--- src/rtl/muldiv_unit_pkg.sv ---
// Shared CPU package for the HI/LO multiply/divide unit.
// Holds the R-type funct codes, the FSM state encoding and the opcode decoder.
package muldiv_unit_pkg;

    localparam logic [5:0] FUNCT_MFHI  = 6'h10;
    localparam logic [5:0] FUNCT_MFLO  = 6'h12;
    localparam logic [5:0] FUNCT_MULT  = 6'h18;
    localparam logic [5:0] FUNCT_MULTU = 6'h19;
    localparam logic [5:0] FUNCT_DIV   = 6'h1A;
    localparam logic [5:0] FUNCT_DIVU  = 6'h1B;

    // Counter value loaded at start; the step taken at zero is the 32nd.
    localparam logic [4:0] LAST_BIT_COUNT = 5'd31;

    typedef enum logic [1:0] {
        ST_IDLE = 2'd0,
        ST_MUL  = 2'd1,
        ST_DIV  = 2'd2,
        ST_DONE = 2'd3
    } state_t;

    typedef struct packed {
        logic isMul;
        logic isDiv;
        logic isSigned;
    } op_t;

    // Signed opcodes only decode when the signed build enables them;
    // otherwise they fall through as unsupported and are ignored.
    function automatic op_t decodeOp(input logic [5:0] funct, input logic signedEn);
        op_t op;
        op = '0;
        case (funct)
            FUNCT_MULTU: op.isMul = 1'b1;
            FUNCT_DIVU:  op.isDiv = 1'b1;
            FUNCT_MULT: begin
                op.isMul    = signedEn;
                op.isSigned = signedEn;
            end
            FUNCT_DIV: begin
                op.isDiv    = signedEn;
                op.isSigned = signedEn;
            end
            default: op = '0;
        endcase
        return op;
    endfunction

    // Absolute value of a two's-complement operand when the op is signed.
    function automatic logic [31:0] magnitude(input logic [31:0] value, input logic isSigned);
        return (isSigned && value[31]) ? (~value + 32'd1) : value;
    endfunction

endpackage

--- src/rtl/muldiv_unit_if.sv ---
// EX-stage bus between the pipeline and the multiply/divide unit.
// master = pipeline side, slave = muldiv_unit.
interface muldiv_unit_if;

    logic        validIn;
    logic [5:0]  funct;
    logic [31:0] srcA;
    logic [31:0] srcB;
    logic        flush;
    logic        busy;
    logic        done;
    logic [31:0] hi;
    logic [31:0] lo;
    logic [31:0] mfData;

    modport master (
        output validIn, funct, srcA, srcB, flush,
        input  busy, done, hi, lo, mfData
    );

    modport slave (
        input  validIn, funct, srcA, srcB, flush,
        output busy, done, hi, lo, mfData
    );

endinterface

--- src/rtl/muldiv_core.sv ---
// Iterative datapath: one bit per cycle of shift-add multiply or restoring
// divide on unsigned magnitudes, plus the 5-bit step counter.
// The accumulator holds {upper, lower}: product halves for multiply,
// {remainder, quotient/dividend} for divide.
module muldiv_core
    import muldiv_unit_pkg::*;
(
    input  logic        i_clk,
    input  logic        i_rst_n,
    input  logic        i_load,
    input  logic        i_isDiv,
    input  logic        i_step,
    input  logic [31:0] i_opA,
    input  logic [31:0] i_opB,
    output logic [63:0] o_accNext,
    output logic        o_lastStep
);

    logic [63:0] r_acc;
    logic [31:0] r_opB;
    logic [4:0]  r_counter;

    logic [32:0] w_mulSum;
    logic [32:0] w_divRem;
    logic [31:0] w_divDiff;
    logic        w_divFits;

    // Next accumulator value for one iteration of the selected algorithm.
    always_comb begin
        w_mulSum  = {1'b0, r_acc[63:32]} + (r_acc[0] ? {1'b0, r_opB} : 33'd0);
        w_divRem  = {r_acc[63:32], r_acc[31]};
        w_divFits = (w_divRem >= {1'b0, r_opB});
        w_divDiff = w_divRem[31:0] - r_opB;
        if (i_isDiv) begin
            o_accNext = {(w_divFits ? w_divDiff : w_divRem[31:0]), r_acc[30:0], w_divFits};
        end else begin
            o_accNext = {w_mulSum, r_acc[31:1]};
        end
    end

    assign o_lastStep = (r_counter == 5'd0);

    // Operands load on start, then the accumulator advances once per step.
    always_ff @(posedge i_clk or negedge i_rst_n) begin
        if (!i_rst_n) begin
            r_acc     <= '0;
            r_opB     <= '0;
            r_counter <= '0;
        end else if (i_load) begin
            r_acc     <= {32'd0, i_opA};
            r_opB     <= i_opB;
            r_counter <= LAST_BIT_COUNT;
        end else if (i_step) begin
            r_acc     <= o_accNext;
            r_counter <= r_counter - 5'd1;
        end
    end

endmodule

--- src/rtl/muldiv_unit.sv ---
// HI/LO multiply/divide unit for the EX stage: FSM, HI/LO registers,
// busy stall request and MFHI/MFLO read mux around muldiv_core.
// Build option: define MULDIV_SIGNED_EN to also execute MULT and DIV.
module muldiv_unit
    import muldiv_unit_pkg::*;
(
    input  logic          i_clk,
    input  logic          i_rst_n,
    muldiv_unit_if.slave  bus
);

`ifdef MULDIV_SIGNED_EN
    localparam logic SIGNED_EN = 1'b1;
`else
    localparam logic SIGNED_EN = 1'b0;
`endif

    state_t      r_state;
    logic [31:0] r_hi;
    logic [31:0] r_lo;
    logic        r_done;
    logic        r_negLow;
    logic        r_negHigh;

    op_t         w_op;
    logic        w_start;
    logic        w_computing;
    logic        w_step;
    logic [31:0] w_magA;
    logic [31:0] w_magB;
    logic [63:0] w_accNext;
    logic        w_lastStep;
    logic [63:0] w_product;
    logic [31:0] w_quotient;
    logic [31:0] w_remainder;
    logic [31:0] w_resultHi;
    logic [31:0] w_resultLo;

    // A start needs an idle unit; the reset term keeps busy low while held in reset.
    assign w_op        = decodeOp(bus.funct, SIGNED_EN);
    assign w_start     = i_rst_n & bus.validIn & (w_op.isMul | w_op.isDiv)
                         & (r_state == ST_IDLE) & ~bus.flush;
    assign w_computing = (r_state == ST_MUL) || (r_state == ST_DIV);
    assign w_step      = w_computing & ~bus.flush;
    assign w_magA      = magnitude(bus.srcA, w_op.isSigned);
    assign w_magB      = magnitude(bus.srcB, w_op.isSigned);

    assign bus.busy = w_start | w_computing;
    assign bus.done = r_done;
    assign bus.hi   = r_hi;
    assign bus.lo   = r_lo;

    muldiv_core u_core (
        .i_clk      (i_clk),
        .i_rst_n    (i_rst_n),
        .i_load     (w_start),
        .i_isDiv    (r_state == ST_DIV),
        .i_step     (w_step),
        .i_opA      (w_magA),
        .i_opB      (w_magB),
        .o_accNext  (w_accNext),
        .o_lastStep (w_lastStep)
    );

    // Restore signs on the final step's value before it is written to HI/LO.
    always_comb begin
        w_product   = r_negLow  ? (~w_accNext + 64'd1)         : w_accNext;
        w_quotient  = r_negLow  ? (~w_accNext[31:0] + 32'd1)   : w_accNext[31:0];
        w_remainder = r_negHigh ? (~w_accNext[63:32] + 32'd1)  : w_accNext[63:32];
        if (r_state == ST_DIV) begin
            w_resultHi = w_remainder;
            w_resultLo = w_quotient;
        end else begin
            w_resultHi = w_product[63:32];
            w_resultLo = w_product[31:0];
        end
    end

    // MFHI/MFLO read the architectural registers directly.
    always_comb begin
        case (bus.funct)
            FUNCT_MFHI: bus.mfData = r_hi;
            FUNCT_MFLO: bus.mfData = r_lo;
            default:    bus.mfData = 32'd0;
        endcase
    end

    // Control FSM: flush beats completion, and DONE always falls back to IDLE.
    always_ff @(posedge i_clk or negedge i_rst_n) begin
        if (!i_rst_n) begin
            r_state   <= ST_IDLE;
            r_hi      <= '0;
            r_lo      <= '0;
            r_done    <= 1'b0;
            r_negLow  <= 1'b0;
            r_negHigh <= 1'b0;
        end else begin
            r_done <= 1'b0;
            case (r_state)
                ST_IDLE: begin
                    if (w_start) begin
                        r_state   <= w_op.isDiv ? ST_DIV : ST_MUL;
                        r_negLow  <= w_op.isSigned & (bus.srcA[31] ^ bus.srcB[31]);
                        r_negHigh <= w_op.isSigned & w_op.isDiv & bus.srcA[31];
                    end
                end
                ST_MUL, ST_DIV: begin
                    if (bus.flush) begin
                        r_state <= ST_IDLE;
                    end else if (w_lastStep) begin
                        r_hi    <= w_resultHi;
                        r_lo    <= w_resultLo;
                        r_done  <= 1'b1;
                        r_state <= ST_DONE;
                    end
                end
                ST_DONE: r_state <= ST_IDLE;
                default: r_state <= ST_IDLE;
            endcase
        end
    end

endmodule

--- src/flat_wrapper.sv ---
// flat-port wrapper written by rule: the top's interface ports become plain ports
module muldiv_unit_flat import muldiv_unit_pkg::*;
  (i_clk, i_rst_n, bus_validIn, bus_funct, bus_srcA, bus_srcB, bus_flush, bus_busy, bus_done, bus_hi, bus_lo, bus_mfData);
  muldiv_unit_if bus_i ();
  input  logic i_clk;
  input  logic i_rst_n;
  input wire logic [$bits(bus_i.validIn)-1:0] bus_validIn;
  input wire logic [$bits(bus_i.funct)-1:0] bus_funct;
  input wire logic [$bits(bus_i.srcA)-1:0] bus_srcA;
  input wire logic [$bits(bus_i.srcB)-1:0] bus_srcB;
  input wire logic [$bits(bus_i.flush)-1:0] bus_flush;
  output wire logic [$bits(bus_i.busy)-1:0] bus_busy;
  output wire logic [$bits(bus_i.done)-1:0] bus_done;
  output wire logic [$bits(bus_i.hi)-1:0] bus_hi;
  output wire logic [$bits(bus_i.lo)-1:0] bus_lo;
  output wire logic [$bits(bus_i.mfData)-1:0] bus_mfData;
  assign bus_i.validIn = bus_validIn;
  assign bus_i.funct = bus_funct;
  assign bus_i.srcA = bus_srcA;
  assign bus_i.srcB = bus_srcB;
  assign bus_i.flush = bus_flush;
  assign bus_busy = bus_i.busy;
  assign bus_done = bus_i.done;
  assign bus_hi = bus_i.hi;
  assign bus_lo = bus_i.lo;
  assign bus_mfData = bus_i.mfData;
  muldiv_unit u_core (.i_clk(i_clk), .i_rst_n(i_rst_n), .bus(bus_i));
endmodule
--- config.mk ---
export PLATFORM = sky130hd
export DESIGN_NAME = muldiv_unit_flat
export DESIGN_NICKNAME = d
export VERILOG_FILES = /design/src/rtl/muldiv_unit_pkg.sv /design/src/rtl/muldiv_unit_if.sv /design/src/rtl/muldiv_core.sv /design/src/rtl/muldiv_unit.sv /design/src/flat_wrapper.sv
export SDC_FILE = /design/constraint.sdc
export NUM_CORES = 1
export LEC_CHECK = 0
export ABC_AREA = 1
export CAP_MARGIN = 20
export CELL_PAD_IN_SITES_DETAIL_PLACEMENT = 0
export CELL_PAD_IN_SITES_GLOBAL_PLACEMENT = 1
export CORE_ASPECT_RATIO = 0.8
export CORE_MARGIN = 1
export CORE_UTILIZATION = 40
export CTS_BUF_LIST = sky130_fd_sc_hd__clkbuf_8
export DETAILED_ROUTE_END_ITERATION = 16
export PLACE_DENSITY_LB_ADDON = 0.08
export SLEW_MARGIN = 20
export SYNTH_ARGS = -nofsm -noshare
export SYNTH_HDL_FRONTEND = slang
export SYNTH_SLANG_ARGS = --single-unit
--- constraint.sdc ---
create_clock -name i_clk -period 3.5 [get_ports i_clk]
set_clock_uncertainty 0.15 [all_clocks]
set_input_delay 1.05 -clock i_clk [delete_from_list [all_inputs] [get_ports i_clk]]
set_output_delay 1.05 -clock i_clk [all_outputs]
set_load 0.05 [all_outputs]
==> results of run 1 <==
[cells by family after synthesis]
family,count (synthesis)
compound gates,254
xor+xnor,18
fa+ha+maj,71
buf+inv,400
flops,168
simple gates,1154
[power by group through the flow]
stage,clock network [W],logic [W],registers (W)
floorplan,0,0.00345,0.00444
global placement,0,0.00697,0.00340
detailed placement,0,0.00700,0.00341
CTS,0.00149,0.00727,0.00339
global route,0.00156,0.00796,0.00348
finish,0.00144,0.00729,0.00339
[state kept, by name, summed over array words and instances (netlist names)]
name,count
u_core.u_core.r_opB,32
u_core.bus.lo,32
u_core.bus.hi,32
u_core.u_core.r_counter,5
u_core.r_state,2
u_core.u_core.r_acc,64
u_core.bus.done,1
[metal layers]
layer | wire, um | global-route usage | vias up
li1 | - | - | 6782
met1 | 23200 | 0.432 | 6387
met2 | 21100 | 0.460 | 417
met3 | 3190 | 0.0613 | 50
met4 | 736 | 0.0643 | 0
met5 | 0 | 0 | -
[final timing paths]
kind | startpoint | cells past startpoint | endpoint | slack (ps)
min in group asynchronous | i_rst_n | 2 | u_core.u_core.r_acc[37] | 440
max in group asynchronous | i_rst_n | 3 | u_core.u_core.r_acc[55] | 1540
hold reg to reg | u_core.u_core.r_counter[4] | 2 | u_core.u_core.r_counter[4] | 340
setup reg to reg | u_core.u_core.r_acc[43] | 16 | u_core.bus.hi[7] | 280
setup / recovery | bus_funct[5] | 8 | bus_mfData[27] | 50
hold / removal | u_core.u_core.r_counter[4] | 2 | u_core.u_core.r_counter[4] | 340
[area by class of cell]
| type | instances | area share |
|---|---|---|
| multi-input combinational | 1497 | 0.465 |
| tap | 420 | 0.0317 |
| clock buffer | 18 | 0.0149 |
| clock inverter | 14 | 0.00867 |
| timing repair buffer | 207 | 0.150 |
| sequential | 168 | 0.253 |
| inverter | 337 | 0.0762 |
[placed cells by master (no fill, tap or decap), drive strengths merged]
cell type	n
and3	1
xor2	16
nand3	137
nor3b	1
buf	72
o211ai	18
and2	5
clkdlybuf4s15	1
clkinvlp	2
o22ai	32
a211oi	1
a21oi	67
inv	339
o21bai	8
ha	69
a22o	1
fa	2
nand3b	8
o21ai	126
clkinv	9
or2	3
bufinv	1
a22oi	1
dfrtp	168
clkdlybuf4s50	131
nand2	854
xnor2	2
nor3	21
nand4	17
nor4	2
nor2	105
clkbuf	21
[through the flow]
step	instances	utilization	setup TNS [ps]	instance area (um2)	hold slack [ps]
3_3_place_gp	2617	0.492	-5750	15600	314
5_1_grt	2661	0.525	0	16600	384
3_5_place_dp	2617	0.492	-7350	15600	324
2_1_floorplan	2065	-	-3230	13000	301
4_1_cts	2661	0.526	0	16600	345
6_report	2661	0.525	0	16600	343
[what timing repair did]
| action | in CTS | in global routing |
|---|---|---|
| hold endpoints to repair | 0 | 0 |
| gates cloned | 5 | 0 |
| pin swaps | 7 | 7 |
| resized for setup | 92 | 12 |
| endpoints found under the setup margin | 32 | 34 |
| buffers inserted | 7 | 2 |
[worst min-delay path, cell delays in order, from the launching register on]
cell and delay (ps):
dfrtp_1 350, nand2_1 60, nand3_1 50
==> parameters.txt, run 1 <==
Parameter                              Value

STA
  Setup repair after global routing missed its margin    no
  Max frequency    290 MHz
  Transition time at the pin with the least slew margin    866 ps
  Setup WS post-layout    46.0 ps
  Pins Over Slew Limit    0
  Setup violation total in the final timing report    0
  Final hold violation count    0
  Fin crit period    3450 ps
  Relative max-transition margin    0.417
  Share of the cycle needed by the critical path after routing    0.987

Global routing
  Number of antenna violations at the first check in global routing    0
  Global Route Usage Sum    0.300
  Total overflow reported by the global router    0
  Largest net degree at the start of global routing    115
  Global-route wire length before repair    75300 um
  Number of global-route vias before repair    12947

Layout
  Final net count    2373
  Sequential cell area    4200 um2
  Share of cells above drive strength 1    0.0875
  Fillers    3236
  Area of combinational cells with multiple inputs    7720 um2
  Layout overhead on the synthesized area    28.0%
  Ant. Diodes    0

Worst setup path
  Signal arrival time at the worst endpoint    2250 ps
  Category of the worst setup path capture point    output port
  Bufs and invs on worst path    5
  CP required    2300 ps
  CP cell instances    clkdlybuf4s15_1, nor2_4, buf_4, nand3_4, buf_6, buf_12, o22ai_4, buf_12
  Cell with the biggest individual delay on the critical path    clkdlybuf4s15_1
  Cell repeated most along the worst path    buf_12
  Class of the most critical setup path    primary input to output port
  Critical path startpoint category    primary input
  Largest driver fanout on the critical path    8
  Largest delay share family, worst path    buffers and inverters
  Longest individual stage delay on the worst path    210 ps

Synthesis
  Post-synthesis instance total    2065
  Share of the synthesized area in compound gates (AO/OA/AOI/OAI)    0.108
  Area of the mapped netlist    13000 um2
  Count of flip-flops with a built-in enable after synthesis    0
  Sequential fraction of the synthesis area    0.324
  List of most frequent post-synthesis cells    838 x nand2_1, 330 x inv_1, 168 x dfrtp_1
  Combinational family with the most area after synthesis    simple AND/OR/NAND/NOR gates
  Count of state elements after synthesis    168
  Cell type contributing the most total cell area after synthesis    dfrtp_1
  Post-synth net total    2210
  Post-synthesis simple-gate area fraction    0.368
  Library cell with the highest instance count after synthesis    nand2_1
  Yosys top cell area share    0.324
  XOR/XNOR Fraction of Synth Area    0.0122
  Top cells by area, synth    dfrtp_1 32%, nand2_1 24%, inv_1 9.6%, ha_1 6.7%, nand3_1 4.9%
  Post-synthesis async set-or-reset flop share    1.00
  Primary FF master, synth    dfrtp_1
  Distinct cell type count after synthesis    40
  Adder-cell share of the synthesized area    0.0697
  Per-instance average area after synthesis    6.28 um2
  Synthesis warning total    0
  Post-synthesis mux area share    0

Power
  Worst IR drop on VDD    0.614 mV
  Internal portion of total power    0.00556 W
  Post-layout power    0.0121 W
  Part of the power in combinational logic    0.601
  Switching part of the total    0.541
  Part of the total power dissipated in the clock network    0.119
  Relative contribution of sequential cells to total power    0.280
  Switching power summed over all nets    0.00656 W
  Power per cell area    731 nW/um2
  Static Leakage    8.59 nW

Drt
  Number of detailed-route iterations in the first pass    5
  DRC violations left    0
  Initial detailed-routing violation count    1235
  Vias per cell    5.12
  Total via count after detailed routing    13636
  Number of routed nets with antenna violations    0
  Average wire per cell in the routed design    18.1 um
  Post-detailed-routing wire length    48200 um

Clock tree
  Post-cts hold buffer count    0
  Cell chosen for the clock root    clkbuf_8
  Clock Tree Buf Depth    2
  H-tree depth    4
  CTS Buf Count    17
  CTS tree    yes
  Skew-Pair Late Insertion Delay    510 ps
  Worst-path clk slew    90 ps
  Number of clock sinks    168

Job
  Number of maximum-capacitance violations    0

Die
  I/O pin count    172
  Area inside the core boundary    31600 um2
  Die extent in y    163 um
  Initial core utilization    0.410
  Die footprint    33100 um2
  Total number of placement rows    58
  Width of the die    203 um

Place
  Number of input and output port buffers inserted    171
  Final RePlAce weighted congestion    1.00
  Worst setup slack after placement    -255 ps
  Total half-perimeter wirelength after legalization and detailed placement    37200 um

Min path
  Worst min-delay path class    register to register

Status
  Outcome    completed
Power figures use the tool's default switching activity.
==> run 2, diff against run 1 <==
Settings changed: CELL_PAD_IN_SITES_DETAIL_PLACEMENT 0 to not set, CELL_PAD_IN_SITES_GLOBAL_PLACEMENT 1 to not set, CORE_UTILIZATION 40 to 55.
==> parameters.txt, run 2 (synthesized netlist as in run 1, its figures left out) <==
Parameter                              Value

Clock tree
  Cell chosen for the clock root    clkbuf_8
  Post-cts hold buffer count    0
  Number of clock sinks    168
  Skew-Pair Late Insertion Delay    520 ps
  CTS tree    yes
  CTS Buf Count    17
  Worst-path clk slew    90 ps
  Clock Tree Buf Depth    2
  H-tree depth    4

Drt
  Vias per cell    5.67
  Number of detailed-route iterations in the first pass    6
  Total via count after detailed routing    14425
  DRC violations left    0
  Post-detailed-routing wire length    47600 um
  Number of routed nets with antenna violations    0
  Average wire per cell in the routed design    18.7 um
  Initial detailed-routing violation count    1704

STA
  Fin crit period    3530 ps
  Final hold slack    357 ps
  Share of the cycle needed by the critical path after routing    1.01
  Setup WS post-layout    -31.0 ps
  Transition time at the pin with the least slew margin    1050 ps
  Setup violation total in the final timing report    9
  Pins Over Slew Limit    0
  Relative max-transition margin    0.300
  Setup repair after global routing missed its margin    yes
  Max frequency    283 MHz
  Final hold violation count    0

Layout
  Fillers    1860
  Final net count    2371
  Largest Register    u_core.u_core.r_acc
  Share of cells above drive strength 1    0.0844
  Ant. Diodes    0
  Largest register FFs    64
  Most frequent cells in the layout    838 x nand2_1, 327 x inv_1, 168 x dfrtp_1
  Fraction of the core area covered by cells at the end of the flow    0.716
  Layout overhead on the synthesized area    26.0%
  Most common cell after layout, fill and taps aside    nand2_1

Power
  Worst IR drop on VDD    0.677 mV
  Power per cell area    759 nW/um2
  Static Leakage    8.61 nW

Worst setup path
  Reg-to-Reg Start    u_core.u_core.r_acc[50]
  Cells on worst reg2reg path    16
  Worst setup path start    bus_funct[2]
  Signal arrival time at the worst endpoint    2330 ps
  CP required    2300 ps
  Worst Setup EP    bus_mfData[29]
  Critical path startpoint category    primary input
  Class of the most critical setup path    primary input to output port
  Category of the worst setup path capture point    output port
  Worst R2R Setup Slack    80 ps
  Largest driver fanout on the critical path    11
  Endpoint of the lowest-slack register-to-register path    u_core.bus.hi[7]

Status
  Violated checks    setup timing
  Outcome    complete, but fails checks

Global routing
  Number of antenna violations at the first check in global routing    0
  Global routing usage on met2    0.612
  Number of global-route vias before repair    13455
  Met1 routing resource usage after global routing    0.529
  Global-route wire length before repair    73800 um
  Met3 capacity usage during global routing    0.102
  Busiest layer in global routing    met2
  Largest net degree at the start of global routing    149
  Global Route Usage Sum    0.394
  Total overflow reported by the global router    0

Die
  Initial core utilization    0.568
  Die footprint    24200 um2
  I/O pin count    172
  Width of the die    174 um
  Area inside the core boundary    22800 um2
  Total number of placement rows    49
  Die extent in y    139 um

Place
  Total half-perimeter wirelength after legalization and detailed placement    34700 um
  Final RePlAce weighted congestion    1.04
  Number of input and output port buffers inserted    171

Min path
  Number of cells on the worst hold path    2
  Worst min-delay path class    register to register

Job
  Number of maximum-capacitance violations    0
run 2: cell types whose count changed in the layout (fill, tap and decap cells not counted), sizes merged:
cell	before	now
bufbuf	0	1
buf	72	67
bufinv	1	4
clkdlybuf4s15	1	2
clkinv	9	5
clkbuf	21	18
nor2	105	106
dlygate4sd2	0	2
inv	339	341
run 2: worst min path at each step:
| stage | from | to | slack, ps |
|---|---|---|---|
| 2_1_floorplan | u_core.u_core.r_counter[4] | u_core.u_core.r_counter[4] | 300 |
| 3_3_place_gp | u_core.u_core.r_counter[4] | u_core.u_core.r_counter[4] | 320 |
| 3_5_place_dp | u_core.u_core.r_counter[4] | u_core.u_core.r_counter[4] | 330 |
| 4_1_cts | u_core.u_core.r_counter[4] | u_core.u_core.r_counter[4] | 350 |
| 5_1_grt | u_core.bus.hi[23] | u_core.bus.hi[23] | 390 |
| 6_report | u_core.u_core.r_counter[4] | u_core.u_core.r_counter[4] | 360 |
run 2: final cells by class:
| cell class | count | area [um2] | share of cell area |
|---|---|---|---|
| clock buffers | 17 | 234 | 0.0143 |
| flip-flops and latches | 168 | 4200 | 0.257 |
| well taps | 306 | 383 | 0.0234 |
| multi-input cells | 1498 | 7590 | 0.465 |
| clock inverters | 15 | 216 | 0.0133 |
| inverters | 337 | 1260 | 0.0774 |
| repair buffers | 204 | 2440 | 0.150 |
run 2: per-stage QoR:
step	power [W]	cell area (um2)	cells	setup slack (ps)	setup TNS (ps)
5_1_grt	0.0131	16300	2545	-133	-1330
4_1_cts	0.0121	16300	2542	11.2	0
3_5_place_dp	0.0103	15400	2505	-362	-9050
3_3_place_gp	0.0102	15400	2505	-255	-7130
6_report	0.0124	16300	2545	-31.0	-101
2_1_floorplan	0.00789	13000	2065	-108	-3230
run 2: routing by layer:
layer	vias to the layer above	routed length [um]
li1	6774	-
met1	6682	19800
met2	851	20900
met3	118	5440
met4	0	1560
met5	-	0
run 2: power breakdown:
| group | total, W | switching (W) | internal (W) |
|---|---|---|---|
| Clock | 0.00165 | 0.000855 | 0.000794 |
| Combinational | 0.00735 | 0.00511 | 0.00225 |
| Sequential | 0.00340 | 0.000703 | 0.00269 |
run 2: repair_timing:
action                     in CTS  in global routing
resized for setup              72                  8
setup endpoints to repair      32                 23
pin swaps                       1                  5
gates cloned                    3                  1
setup buffers                   2                  2
run 2: critical path, stage by stage:
cell	delay [ps]
clkdlybuf4s15_1	260
nor3_4	210
nand3_4	140
buf_4	170
buf_12	140
o22ai_2	170
buf_12	170
